## src/rtl/add_serial_nbit.sv

```systemverilog
// add_serial_nbit: digit-serial WIDTH-bit adder/subtractor, DIGIT bits per clock
// ports: clk, reset (sync, active-high), start/A/B/cIn/sub sampled when idle,
//        out/cOut hold last result, busy while running, done pulses on completion
// ADD_SERIAL_FLAGS_EN adds ovf (signed overflow) and zero (out==0) outputs
module add_serial_nbit #(
   parameter int WIDTH = 32,
   parameter int DIGIT = 4
) (
   input  logic             clk,
   input  logic             reset,
   input  logic             start,
   input  logic [WIDTH-1:0] A,
   input  logic [WIDTH-1:0] B,
   input  logic             cIn,
   input  logic             sub,
   output logic [WIDTH-1:0] out,
   output logic             cOut,
   output logic             busy,
   output logic             done
`ifdef ADD_SERIAL_FLAGS_EN
   ,
   output logic             ovf,
   output logic             zero
`endif
);
   localparam int N  = WIDTH / DIGIT;
   localparam int CW = (N > 1) ? $clog2(N) : 1;
   typedef enum logic {IDLE, RUN} state_t;
   state_t state, state_n;
   logic [WIDTH-1:0] a_sr, b_sr, res_sr, res_n;
   logic [DIGIT-1:0] s;
   logic [DIGIT:0]   c;
   logic [CW-1:0]    cnt;
   logic             carry, last;
   if (WIDTH % DIGIT != 0) begin : g_chk
      $error("WIDTH must be a multiple of DIGIT");
   end
   assign c[0] = carry;
   for (genvar i = 0; i < DIGIT; i++) begin : g_fa
      assign s[i]   = a_sr[i] ^ b_sr[i] ^ c[i];
      assign c[i+1] = (a_sr[i] & b_sr[i]) | (c[i] & (a_sr[i] ^ b_sr[i]));
   end
   // sum digit enters at the MSB end; after N digits the result is aligned
   assign res_n = WIDTH'({s, res_sr} >> DIGIT);
   assign last  = cnt == CW'(N - 1);
   always_comb begin
      state_n = (state == IDLE) ? (start ? RUN : IDLE) : (last ? IDLE : RUN);
   end
   always_ff @(posedge clk) begin
      if (reset) state <= IDLE;
      else       state <= state_n;
   end
   always_ff @(posedge clk) begin
      if (reset) begin
         a_sr   <= '0;
         b_sr   <= '0;
         res_sr <= '0;
         carry  <= 1'b0;
         cnt    <= '0;
         out    <= '0;
         cOut   <= 1'b0;
         busy   <= 1'b0;
         done   <= 1'b0;
`ifdef ADD_SERIAL_FLAGS_EN
         ovf    <= 1'b0;
         zero   <= 1'b0;
`endif
      end else begin
         done <= 1'b0;
         if (state == IDLE && start) begin
            a_sr  <= A;
            b_sr  <= B ^ {WIDTH{sub}};
            carry <= cIn ^ sub;
            cnt   <= '0;
            busy  <= 1'b1;
         end else if (state == RUN) begin
            a_sr   <= a_sr >> DIGIT;
            b_sr   <= b_sr >> DIGIT;
            res_sr <= res_n;
            carry  <= c[DIGIT];
            cnt    <= cnt + CW'(1);
            if (last) begin
               out  <= res_n;
               cOut <= c[DIGIT];
               done <= 1'b1;
               busy <= 1'b0;
`ifdef ADD_SERIAL_FLAGS_EN
               ovf  <= c[DIGIT] ^ c[DIGIT-1];
               zero <= res_n == '0;
`endif
            end
         end
      end
   end
endmodule

```

## config.mk

```make
export PLATFORM = sky130hd
export DESIGN_NAME = add_serial_nbit
export DESIGN_NICKNAME = d
export VERILOG_FILES = /design/src/rtl/add_serial_nbit.sv
export SDC_FILE = /design/constraint.sdc
export NUM_CORES = 1
export LEC_CHECK = 0
export CAP_MARGIN = 20
export CORE_MARGIN = 10
export CORE_UTILIZATION = 56
export DETAILED_ROUTE_END_ITERATION = 8
export PLACE_DENSITY_LB_ADDON = 0.05
export SETUP_SLACK_MARGIN = 0.1
export SLEW_MARGIN = 5
export SYNTH_ARGS = -nofsm -noshare
export SYNTH_HDL_FRONTEND = slang
export SYNTH_SLANG_ARGS = --single-unit
```

## constraint.sdc

```tcl
create_clock -name clk -period 6.5 [get_ports clk]
set_input_delay 1.625 -clock clk [delete_from_list [all_inputs] [get_ports clk]]
set_output_delay 1.625 -clock clk [all_outputs]
set_load 0.03 [all_outputs]
```

==> results of run 1 <==
## sequential cells by signal, indices dropped and copies added (netlist names)
register and count:
a_sr 32, b_sr 32, out 32, res_sr 28, cnt 3, busy 1, cOut 1, carry 1
done 1, state 1
## layout by cell type, fill, tap and decap left out, types with 5 or more instances in the layout
| cell type | Yosys | final |
|---|---|---|
| nand2_1 | 30 | 30 |
| clkdlybuf4s50_1 | 0 | 100 |
| nor2b_1 | 29 | 29 |
| dfxtp_1 | 132 | 131 |
| clkbuf_16 | 0 | 16 |
| a22o_1 | 30 | 30 |
| or4b_1 | 29 | 29 |
| a211oi_1 | 34 | 34 |
| inv_1 | 7 | 7 |
| clkinv_4 | 0 | 5 |
| o221ai_2 | 10 | 10 |
| mux2i_1 | 58 | 58 |
| nor2_1 | 36 | 36 |
| o221ai_1 | 19 | 19 |
| xnor2_1 | 33 | 33 |
| buf_4 | 7 | 5 |
## power by group
group / leakage [nW] / internal, mW / switching, mW
Clock: 0.267 / 0.531 / 0.366
Combinational: 1.29 / 0.103 / 0.0918
Sequential: 1.08 / 0.847 / 0.0257
Total: 2.64 / 1.48 / 0.484
## kinds of logic after synthesis
| kind of cell | count (synthesis) | share of synthesized area |
|---|---|---|
| flip-flops | 132 | 0.466 |
| multiplexers | 58 | 0.102 |
| adder cells (fa/ha/maj) | 6 | 0.0185 |
| AND/OR/NAND/NOR | 132 | 0.138 |
| XOR/XNOR | 33 | 0.0510 |
| AO/OA/AOI/OAI | 102 | 0.159 |
| buffers and inverters | 60 | 0.0658 |
## metal layers
metal  track usage  vias up
met2         0.272      103
met3        0.0549       18
met4        0.0664        0
met5             0        -
li1              -     2058
met1         0.199     1960
## final cells by class
type,count,area share
Timing Repair Buffer,108,0.151
Clock inverter,13,0.0177
Multi-Input combinational cell,331,0.372
Sequential cell,132,0.370
Tap cell,133,0.0233
Clock buffer,19,0.0618
Inverter,9,0.00473
## worst paths after layout
kind	end
min	out[3]
max	cOut
min reg2reg	out[3]
max reg2reg	a_sr[2]
## metrics by stage
stage                     std cells  hold slack [ns]  utilization  setup slack [ns]
after floorplan                 523            0.442            -              3.97
after global placement          712            0.453        0.667              2.77
after detailed placement        712            0.450        0.667              2.71
after CTS                       744            0.469        0.725              3.25
after global routing            745            0.478        0.728              3.25
final                           745            0.470        0.728              3.30
==> impl_results.md, run 1 <==
* Setup TNS at 0 ns
* CP required at slightly below 5 ns
* Cell count along the critical path at 1
* Hold Crit Start: res_sr[7]
* Top Layer Used: met4
* Final setup fails at 0
* Register area share after synthesis at 0.466
* DRT iter0 DRCs at 250
* I/O pin cnt at 104
* Period utilisation layout at 0.492
* CTS Sinks at 132
* Worst Setup Start Kind: register
* Vias in the first global route at 4,114
* Fraction of layout cells with a size suffix above 1 at 0.0882
* Min-delay worst type: register to register
* Reg2reg path depth at 3
* Worst reg2reg path startpoint: state
* Worst Path Max Fanout at 2
* WL met2 at between 5000 and 6000 um
* Pin count of the biggest net entering global routing at 93
* CTS max path bufs at 2
* First-pass GRT wire length at a little over 20,000 um
* DRC Markers at 0
* Die height at 121 um
* Initial antenna violation count at 0
* VDD IR max at 0.162 mV
* Via count at ~4,100
* # port buffers at 103
* CTS root buffer: clkbuf_8
* Slew Limit Fails at 0
* Unique masters post-synth at 29
* Tmin final at 3.20 ns
* Area leader, netlist: dfxtp_1
* Total Die Area at 14,600 sq um
* Top cell type's share of synthesized area at 0.466
* #FFs+latches synth at 132
* Maximum clock rate at 313 MHz
* CTS buffer count at 17
* Global-route usage over all layers at 0.167
* Row cnt at 36
* Hpwl dp at 7860 um
* Number of fillers in the final layout at 749
* Post-synth EDFFs at 0
* Clock Skew at 0.00912 ns
* Dominant synthesized flop cell: dfxtp_1
* CTS HTree Levels at 4
* Multi-input gate area at roughly 2700 sq um
* Area grow syn2layout at 26.0%
* Pwr Total at 1.96 mW
* Status: finished, final reports clean
* CP max stage cell: clkdlybuf4s50_1
* Post-synth net total at between 500 and 600
* RSZ-0062 raised after global routing: no
* Routed met1 length at 5310 um
* Worst-path clk slew at 0.06 ns
* DRT Pass-1 Iters at 4
* Synth warn at 0
* CTS tree: built
* Crit. Startpoint: cOut
* Cell family with most CP delay: buffers and inverters
* Drt via density at around 5.6
* Hold-fix buffers, CTS at 0
* Reg2reg setup slack at 4.18 ns
* ANT cells at 0
* Total Nets Final at 674
* Area after DPL at 6550 sq um
* Synth Cell Area at between 5000 and 6000 sq um
* Max cap viols at 0
* Top post-synthesis cells by area: dfxtp_1, mux2i_1, or4b_1, xnor2_1, a22o_1
* WL final at 12,100 um
* Critical Path Max Stage Delay at 0.69 ns
* Initial Utilization at 0.577
* Setup Fix Bufs, Post-CTS at 0
* WP data arrival at 1.57 ns
* Critical Path End Type: output port
* Worst rel slew slack at 0.390
* Post-synth top cells: dfxtp_1, mux2i_1, nor2_1, a211oi_1, xnor2_1
* Worst path bufs/invs at 1
* Final Hold Viols at 0
* Synth async-reset ratio at 0
* Leak at 2.64 nW
* Horiz. Die Dim at 121 um
* Area occupied by registers at 2650 sq um
* Worst Path Class, Setup: register to output port
* Core area at 9820 sq um
* Clk_lat worst skew at 0.52 ns
* PD cells at 275 nW/um^2
* GP Congestion at 0.765
* Syn Inst Count at 523
* Finished Cell Area at 7150 sq um
* Critical-path cell list: clkdlybuf4s50_1
* Met3 Wirelength at a little over 700 um
* Wire per inst at 16.2 um
* Worst-Margin Slew at between 0.9 and 1 ns
* Syn Area/Cell at 10.8 sq um
* Overflow after GRT at 0
* Routed Antenna Nets at 0
* Post-CTS Resized at 0
* Hold Path Depth at 1
* Most frequent cell after synthesis: dfxtp_1
No activity file was read; power rests on OpenSTA's default activity.
==> run 2, diff against run 1 <==
Settings changed: CORE_UTILIZATION 56 to 52.
Clock period 6.5 ns to 3.3 ns, I/O delays scaled along.
==> impl_results.md, run 2 (synthesis results as in run 1) <==
* Status: finished, final reports clean
* Setup Fix Bufs, Post-CTS at 0
* Worst setup margin at 0.910 ns
* CTS max path bufs at 2
* RSZ-0062 raised after global routing: no
* Tmin final at 2.39 ns
* Via count at 4,068
* Total Die Area at 15,500 sq um
* Final setup fails at 0
* Fraction of layout cells with a size suffix above 1 at 0.0866
* Routed Antenna Nets at 0
* Final hold slack at 0.465 ns
* Worst Path Max Fanout at 2
* Clock Skew at 0.00946 ns
* Min-delay worst type: register to register
* Max cap viols at 0
* Setup TNS at 0 ns
* PD cells at 553 nW/um^2
* VDD IR max at 0.340 mV
* Final Hold Viols at 0
* Overflow after GRT at 0
* Leak at roughly 2.7 nW
* Most frequent cells in the layout: dfxtp_1, clkdlybuf4s50_1, mux2i_1
* Reg2reg setup slack at 1.05 ns
* Wire per inst at 16.3 um
* GP Congestion at 0.753
* Critical-path cell list: clkdlybuf4s50_1
* First-pass GRT wire length at between 20,000 and 25,000 um
* Hpwl dp at roughly 8100 um
* Global-route usage over all layers at 0.155
* CTS tree: built
* Clk_lat worst skew at 0.50 ns
* Die height at 124 um
* CTS Sinks at 132
* Horiz. Die Dim at between 100 and 150 um
* Finished Cell Area at 7180 sq um
* Row cnt at 38
* Worst Setup Start Kind: register
* CTS buffer count at 17
* Critical Path Max Stage Delay at 0.70 ns
* WL final at 12,200 um
* # port buffers at 103
* Core area at 10,700 sq um
* Area after DPL at ~6600 sq um
* Commonest non-fill, non-tap cell in the layout: dfxtp_1
* Worst-path clk slew at 0.06 ns
* DRT Pass-1 Iters at 4
* Hold-fix buffers, CTS at 0
* Worst-Margin Slew at between 0.8 and 0.9 ns
* CP required at between 2 and 2.5 ns
* Place WS at ~1.1 ns
* Worst rel slew slack at 0.403
* ANT cells at 0
* Cell family with most CP delay: buffers and inverters
* WP data arrival at 1.56 ns
* Slew Limit Fails at 0
* DRC Markers at 0
* Total Nets Final at 675
* Vias in the first global route at 4,267
* CTS root buffer: clkbuf_8
* Post-CTS Resized at 0
* Worst Path Class, Setup: register to output port
* Pin count of the biggest net entering global routing at 100
* Biggest regs: a_sr (32), b_sr (32), out (32)
* Critical Path End Type: output port
* Period utilisation layout at 0.724
* I/O pin cnt at 104
* CP max stage cell: clkdlybuf4s50_1
* Maximum clock rate at about 420 MHz
* Area grow syn2layout at 26.6%
* Initial antenna violation count at 0
* Drt via density at 5.41
* DRT iter0 DRCs at 281
* Worst path bufs/invs at 1
* Initial Utilization at 0.528
* CTS HTree Levels at 4
run 2: cell types whose count changed in the layout (fill, tap and decap cells not counted):
| cell | delta |
|---|---|
| buf_12 | +1 |
| buf_16 | -1 |
| buf_4 | +1 |
| bufinv_16 | +2 |
| clkbuf_1 | +1 |
| clkbuf_8 | -2 |
| clkinv_4 | -1 |
| clkinvlp_4 | -3 |
| inv_6 | +1 |
| inv_8 | +1 |
run 2: power by group:
part | switching, mW | internal (mW) | total [mW]
combinational | 0.171 | 0.201 | 0.372
clock | 0.710 | 1.16 | 1.87
sequential | 0.0604 | 1.67 | 1.73
total | 0.941 | 3.03 | 3.97
run 2: layout make-up:
class	count	area, sq um
Multi-Input combinational cell	331	2660
Fill cell	898	3570
Clock inverter	13	175
Inverter	9	33.8
Tap cell	140	175
Timing Repair Buffer	109	1080
Clock buffer	18	418
Sequential cell	132	2650
run 2: path summary, 6_finish.rpt:
| path | from | to | cells after the start |
|---|---|---|---|
| setup / recovery | cOut | cOut | 1 |
| hold reg to reg | res_sr[4] | out[0] | 1 |
| setup reg to reg | a_sr[0] | res_sr[31] | 8 |
| hold / removal | res_sr[4] | out[0] | 1 |
run 2: layer usage:
metal	vias to the layer above	track usage	wire [um]
li1	2060	-	-
met1	1911	0.187	5510
met2	85	0.259	6050
met3	12	0.0409	493
met4	0	0.0569	182
met5	-	0	0
run 2: through the flow:
step | power, mW | utilization | instances
global route | 4.12 | 0.668 | 752
global placement | 2.13 | 0.613 | 721
detailed placement | 2.14 | 0.613 | 721
floorplan | 2.01 | - | 523
CTS | 4.02 | 0.668 | 752
finish | 3.97 | 0.668 | 752
==> run 3, diff against run 2 <==
Clock period 3.3 ns to 2.45 ns, I/O delays scaled along.
==> impl_results.md, run 3 (synthesis results as in run 1) <==
* PD cells at approximately 760 nW/um^2
* Core area at 10,700 sq um
* Fraction of layout cells with a size suffix above 1 at 0.0969
* Worst path bufs/invs at 3
* GP Congestion at 0.757
* Area grow syn2layout at 28.2%
* Drt via density at 5.44
* Area after DPL at roughly 6600 sq um
* Leak at 2.71 nW
* CTS buffer count at 17
* Hpwl dp at 8190 um
* Reg2reg setup slack at around 0.20 ns
* Max cap viols at 0
* Final Hold Viols at 0
* CTS tree: built
* Critical-path cell list: fa_1, inv_1, fa_1, inv_1, fa_1, inv_1, fa_1, a211oi_2
* Clock Skew at 0.00675 ns
* CTS max path bufs at 2
* Worst-Margin Slew at 0.531 ns
* DRT Pass-1 Iters at 4
* Commonest non-fill, non-tap cell in the layout: dfxtp_1
* VDD IR max at 0.370 mV
* Overflow after GRT at 0
* DRC Markers at 0
* Place WS at roughly 0.25 ns
* Fin util at 0.677
* Cell count along the critical path at 8
* Finished Cell Area at 7270 sq um
* Routed Antenna Nets at 0
* Hold Crit Start: res_sr[7]
* Placed Instances at slightly above 700
* Tmin final at about 2.3 ns
* Worst Path Class, Setup: register to register
* Via count at 4,130
* Worst-path clk slew at about 0.06 ns
* Initial antenna violation count at 0
* WL final at 12,200 um
* Clk_lat worst skew at 0.51 ns
* Finished Layout Cells at 759
* Total Die Area at between 15,000 and 20,000 sq um
* Vias in the first global route at approximately 4,200
* Wire per inst at 16.0 um
* Pin count of the biggest net entering global routing at 75
* # port buffers at 103
* Crit. Startpoint: a_sr[0]
* Initial Utilization at 0.528
* Reg-to-Reg End: res_sr[31]
* CP required at 2.88 ns
* Worst rel slew slack at 0.645
* CTS HTree Levels at 4
* Maximum clock rate at 444 MHz
* Total Nets Final at slightly below 700
* Most frequent cells in the layout: dfxtp_1, clkdlybuf4s50_1, mux2i_1
* I/O pin cnt at 104
* Status: finished, final reports clean
* Slew Limit Fails at 0
* Worst Path Max Fanout at 2
* Period utilisation layout at 0.919
* Horiz. Die Dim at approximately 120 um
* Worst Setup Start Kind: register
* Reg2reg path depth at 8
* CP max stage cell: fa_1
* Crit path top cell by count: fa_1
* DRT iter0 DRCs at 274
* Hold Path End: out[3]
* Row cnt at 38
* Hold Path Depth at 1
* Critical Path Max Stage Delay at 0.44 ns
* Worst setup margin at 0.199 ns
* RSZ-0062 raised after global routing: no
* Global-route usage over all layers at 0.154
* Biggest regs: a_sr (32), b_sr (32), out (32)
* WP data arrival at 2.68 ns
* Cell family with most CP delay: adder cells
* CTS Sinks at 132
* Die height at ~120 um
* First-pass GRT wire length at 20,500 um
* Final setup fails at 0
* Setup TNS at 0 ns
* Critical Path End Type: register
* Min-delay worst type: register to register
* CTS root buffer: clkbuf_8
* Hold-fix buffers, CTS at 0
* Worst reg2reg path startpoint: a_sr[0]
* ANT cells at 0
run 3: cell count changes in the layout (fill, tap and decap cells not counted), sizes merged:
cell,previous run,this run
clkbuf,18,20
inv,13,12
clkinv,5,3
buf,9,15
bufinv,3,5
run 3: worst max-delay path by stage:
stage	endpoint
after floorplan	res_sr[31]
after global placement	res_sr[31]
after detailed placement	res_sr[31]
after CTS	res_sr[31]
after global routing	res_sr[31]
final	res_sr[31]
run 3: worst reg2reg max path: cells and delay by family, from the launching register on:
family / cells / cell delay [ns]
DFF: 1 / 0.32
adders and majority gates: 4 / 1.39
AOI/OAI and AO/OA: 1 / 0.24
buffers and inverters: 3 / 0.20
run 3: layer usage:
metal  global-route usage  vias up  part of all wire
li1                     -     2071                 -
met1                0.181     1952              0.44
met2                0.256       91              0.50
met3               0.0502       16             0.051
met4               0.0569        0             0.014
met5                    0        -                 0
run 3: metrics by stage:
stage                     hold slack [ns]  power (mW)
after global routing                0.491        5.76
after floorplan                     0.442        2.71
after CTS                           0.471        5.60
after detailed placement            0.453        2.89
final                               0.469        5.54
after global placement              0.450        2.88
run 3: timing repair:
| item | in CTS | in global routing |
|---|---|---|
| setup endpoints to repair | 0 | 1 |
| setup buffers | 0 | 0 |
| resized for setup | 0 | 1 |
run 3: cell type report:
cell class                      instances  area [sq um]
Fill cell                             890          3470
Multi-Input combinational cell        331          2660
Sequential cell                       132          2650
Timing Repair Buffer                  115          1120
Clock buffer                           20           435
Clock inverter                         12           200
Tap cell                              140           175
Inverter                                9          33.8
run 3: report_power, final:
| part | switching [mW] | internal (mW) | total (mW) |
|---|---|---|---|
| Sequential | 0.0641 | 2.25 | 2.31 |
| Clock | 0.914 | 1.79 | 2.70 |
| Combinational | 0.251 | 0.280 | 0.531 |
| Total | 1.23 | 4.31 | 5.54 |
==> edit (config.mk and constraints of run 1) <==
Make the reset (`reset`) asynchronous in 2 clocked blocks.
--- a/src/rtl/add_serial_nbit.sv
+++ b/src/rtl/add_serial_nbit.sv
@@ -46,11 +46,11 @@
    always_comb begin
       state_n = (state == IDLE) ? (start ? RUN : IDLE) : (last ? IDLE : RUN);
    end
-   always_ff @(posedge clk) begin
+   always_ff @(posedge clk or posedge reset) begin
       if (reset) state <= IDLE;
       else       state <= state_n;
    end
-   always_ff @(posedge clk) begin
+   always_ff @(posedge clk or posedge reset) begin
       if (reset) begin
          a_sr   <= '0;
          b_sr   <= '0;
Check against the original RTL: differs if reset is asserted again (counterexample within 4 cycles, from zero or initial values and one cycle with reset high); with reset held inactive, the same outputs for 10 cycles.
==> edit against run 1 <==
- utilization is 0.63 points higher
- first-iteration DRC count is 19% higher
- area after synthesis is 4.4% higher
- via count is 8.9% lower
- wire length is 4.6% lower
- design area is 6.0% higher
- global-route usage is 0.78 points lower
- count of clock-buffer cells in the layout is 1 lower
- largest cell class is now flip-flops and latches
- final cell count is 3.5% lower
- worst setup slack worse by 0.042 ns
- sequential cell count stayed put
- sequential share of layout area is 6.6 points higher
- critical path type unchanged
Power is not compared: it rests on default switching activity, and its combinational part moved more than twofold at a synthesized area within 25%.
==> edit: results (changes against run 1) <==
* Post-synthesis sequential area ratio: 0.558 (+0.0918)
* Grt met2 use: 0.254 (-0.0179)
* Count of distinct cell types in the synthesized netlist: 25 (-14%)
- Among all flip-flop cells after synthesis, the most frequent one is sky130_fd_sc_hd__dfrtp_1.
- Met1 routed wirelength after detailed routing: 4900 um (-7.8%)
* Critical Path Source: busy
* Vias in the first global route: 3994 (-2.9%)
* DR WL/cell: 16.1 um (-1.1%)
* Synth Net Count: 554 (-7.4%)
- First-pass GRT wire length: 19200 um (-4.9%)
* Transition at the pin with the smallest max-transition slack: 1.03 ns (+0.117 ns)
- Met1 routing resource usage after global routing: 0.196 (-0.00303)
* Weighted congestion at the end of routability-driven global placement: 0.788 (+2.9%)
- The met3 layer usage reported by global route came to 0.0601 (+0.00524).
- Fraction of layout instances using a drive strength above 1: 0.168 (+0.0799)
* Endpoint of the worst setup timing path: busy
- The worst-path maximum fanout came to 3 (+1).
- Overall track demand over capacity in global routing: 0.159 (-0.00775)
- Reg2Reg Launch Point: a_sr[0]
- The number of cells on the worst reg-to-reg path is 8 (+5).
- The maximum number of pins on one net before global-route repair came to 128 (+38%).
- Setup slack of the worst register-to-register path: 4.28 ns (+0.10 ns)
- Result of the run: finished, final reports clean
- The initial DRC count came to 298 (+19%).
- Commonest cells in the netlist: 132 x sky130_fd_sc_hd__dfrtp_1, 57 x sky130_fd_sc_hd__nand2_1, 49 x sky130_fd_sc_hd__mux2_2, 36 x sky130_fd_sc_hd__mux2i_1, 33 x sky130_fd_sc_hd__xnor2_1
- Destination of the worst register-to-register timing path: res_sr[31]
## edit: cell types whose count changed in the layout (fill, tap and decap cells not counted), sizes merged, moves of 25 or more
cell    before  now
dfxtp      132    0
or3b         4   29
mux2         0   56
or4b        29    0
o211ai       0   29
nor2b       29    0
nand2       30   57
o21ai        0   28
a22o        30    2
a211oi      34    4
dfrtp        0  132
o221ai      29    0
## edit: layout make-up
cell class,count,area (um^2)
fill,719,2750
timing repair buffer,108,1070
inverter,13,53.8
tap,136,170
sequential,132,3310
clock buffer,18,428
clock inverter,13,184
multi-input combinational,299,2370
## edit: metrics by stage
step,setup slack [ns],std cells
2_1_floorplan,1.35,479
3_3_place_gp,2.76,687
3_5_place_dp,2.74,687
4_1_cts,3.24,718
5_1_grt,3.21,719
6_report,3.26,719
## edit: power by group through the flow
stage          clock (uW)  combinational, uW  sequential [uW]
2_1_floorplan           0                702             1510
3_3_place_gp            0               1150             1390
3_5_place_dp            0               1190             1400
4_1_cts               996               1190             1390
5_1_grt              1040               1290             1440
6_report              976               1180             1390
## edit: worst min path at each step
stage | end | cells past startpoint | from
finish | a_sr[17] | 2 | a_sr[21]
floorplan | a_sr[0] | 2 | a_sr[4]
global route | a_sr[17] | 2 | a_sr[21]
CTS | a_sr[4] | 2 | a_sr[8]
global placement | a_sr[7] | 2 | a_sr[11]
detailed placement | a_sr[17] | 2 | a_sr[21]
## edit: cells by family (layout without fill, tap and decap cells)
kind of cell,count (synthesis),in the layout,synth area share
flops,132,132,0.558
simple gates,102,102,0.0904
mux,92,92,0.172
compound gates,66,66,0.0712
buf+inv,48,152,0.0423
xor+xnor,33,33,0.0488
fa+ha+maj,6,6,0.0177
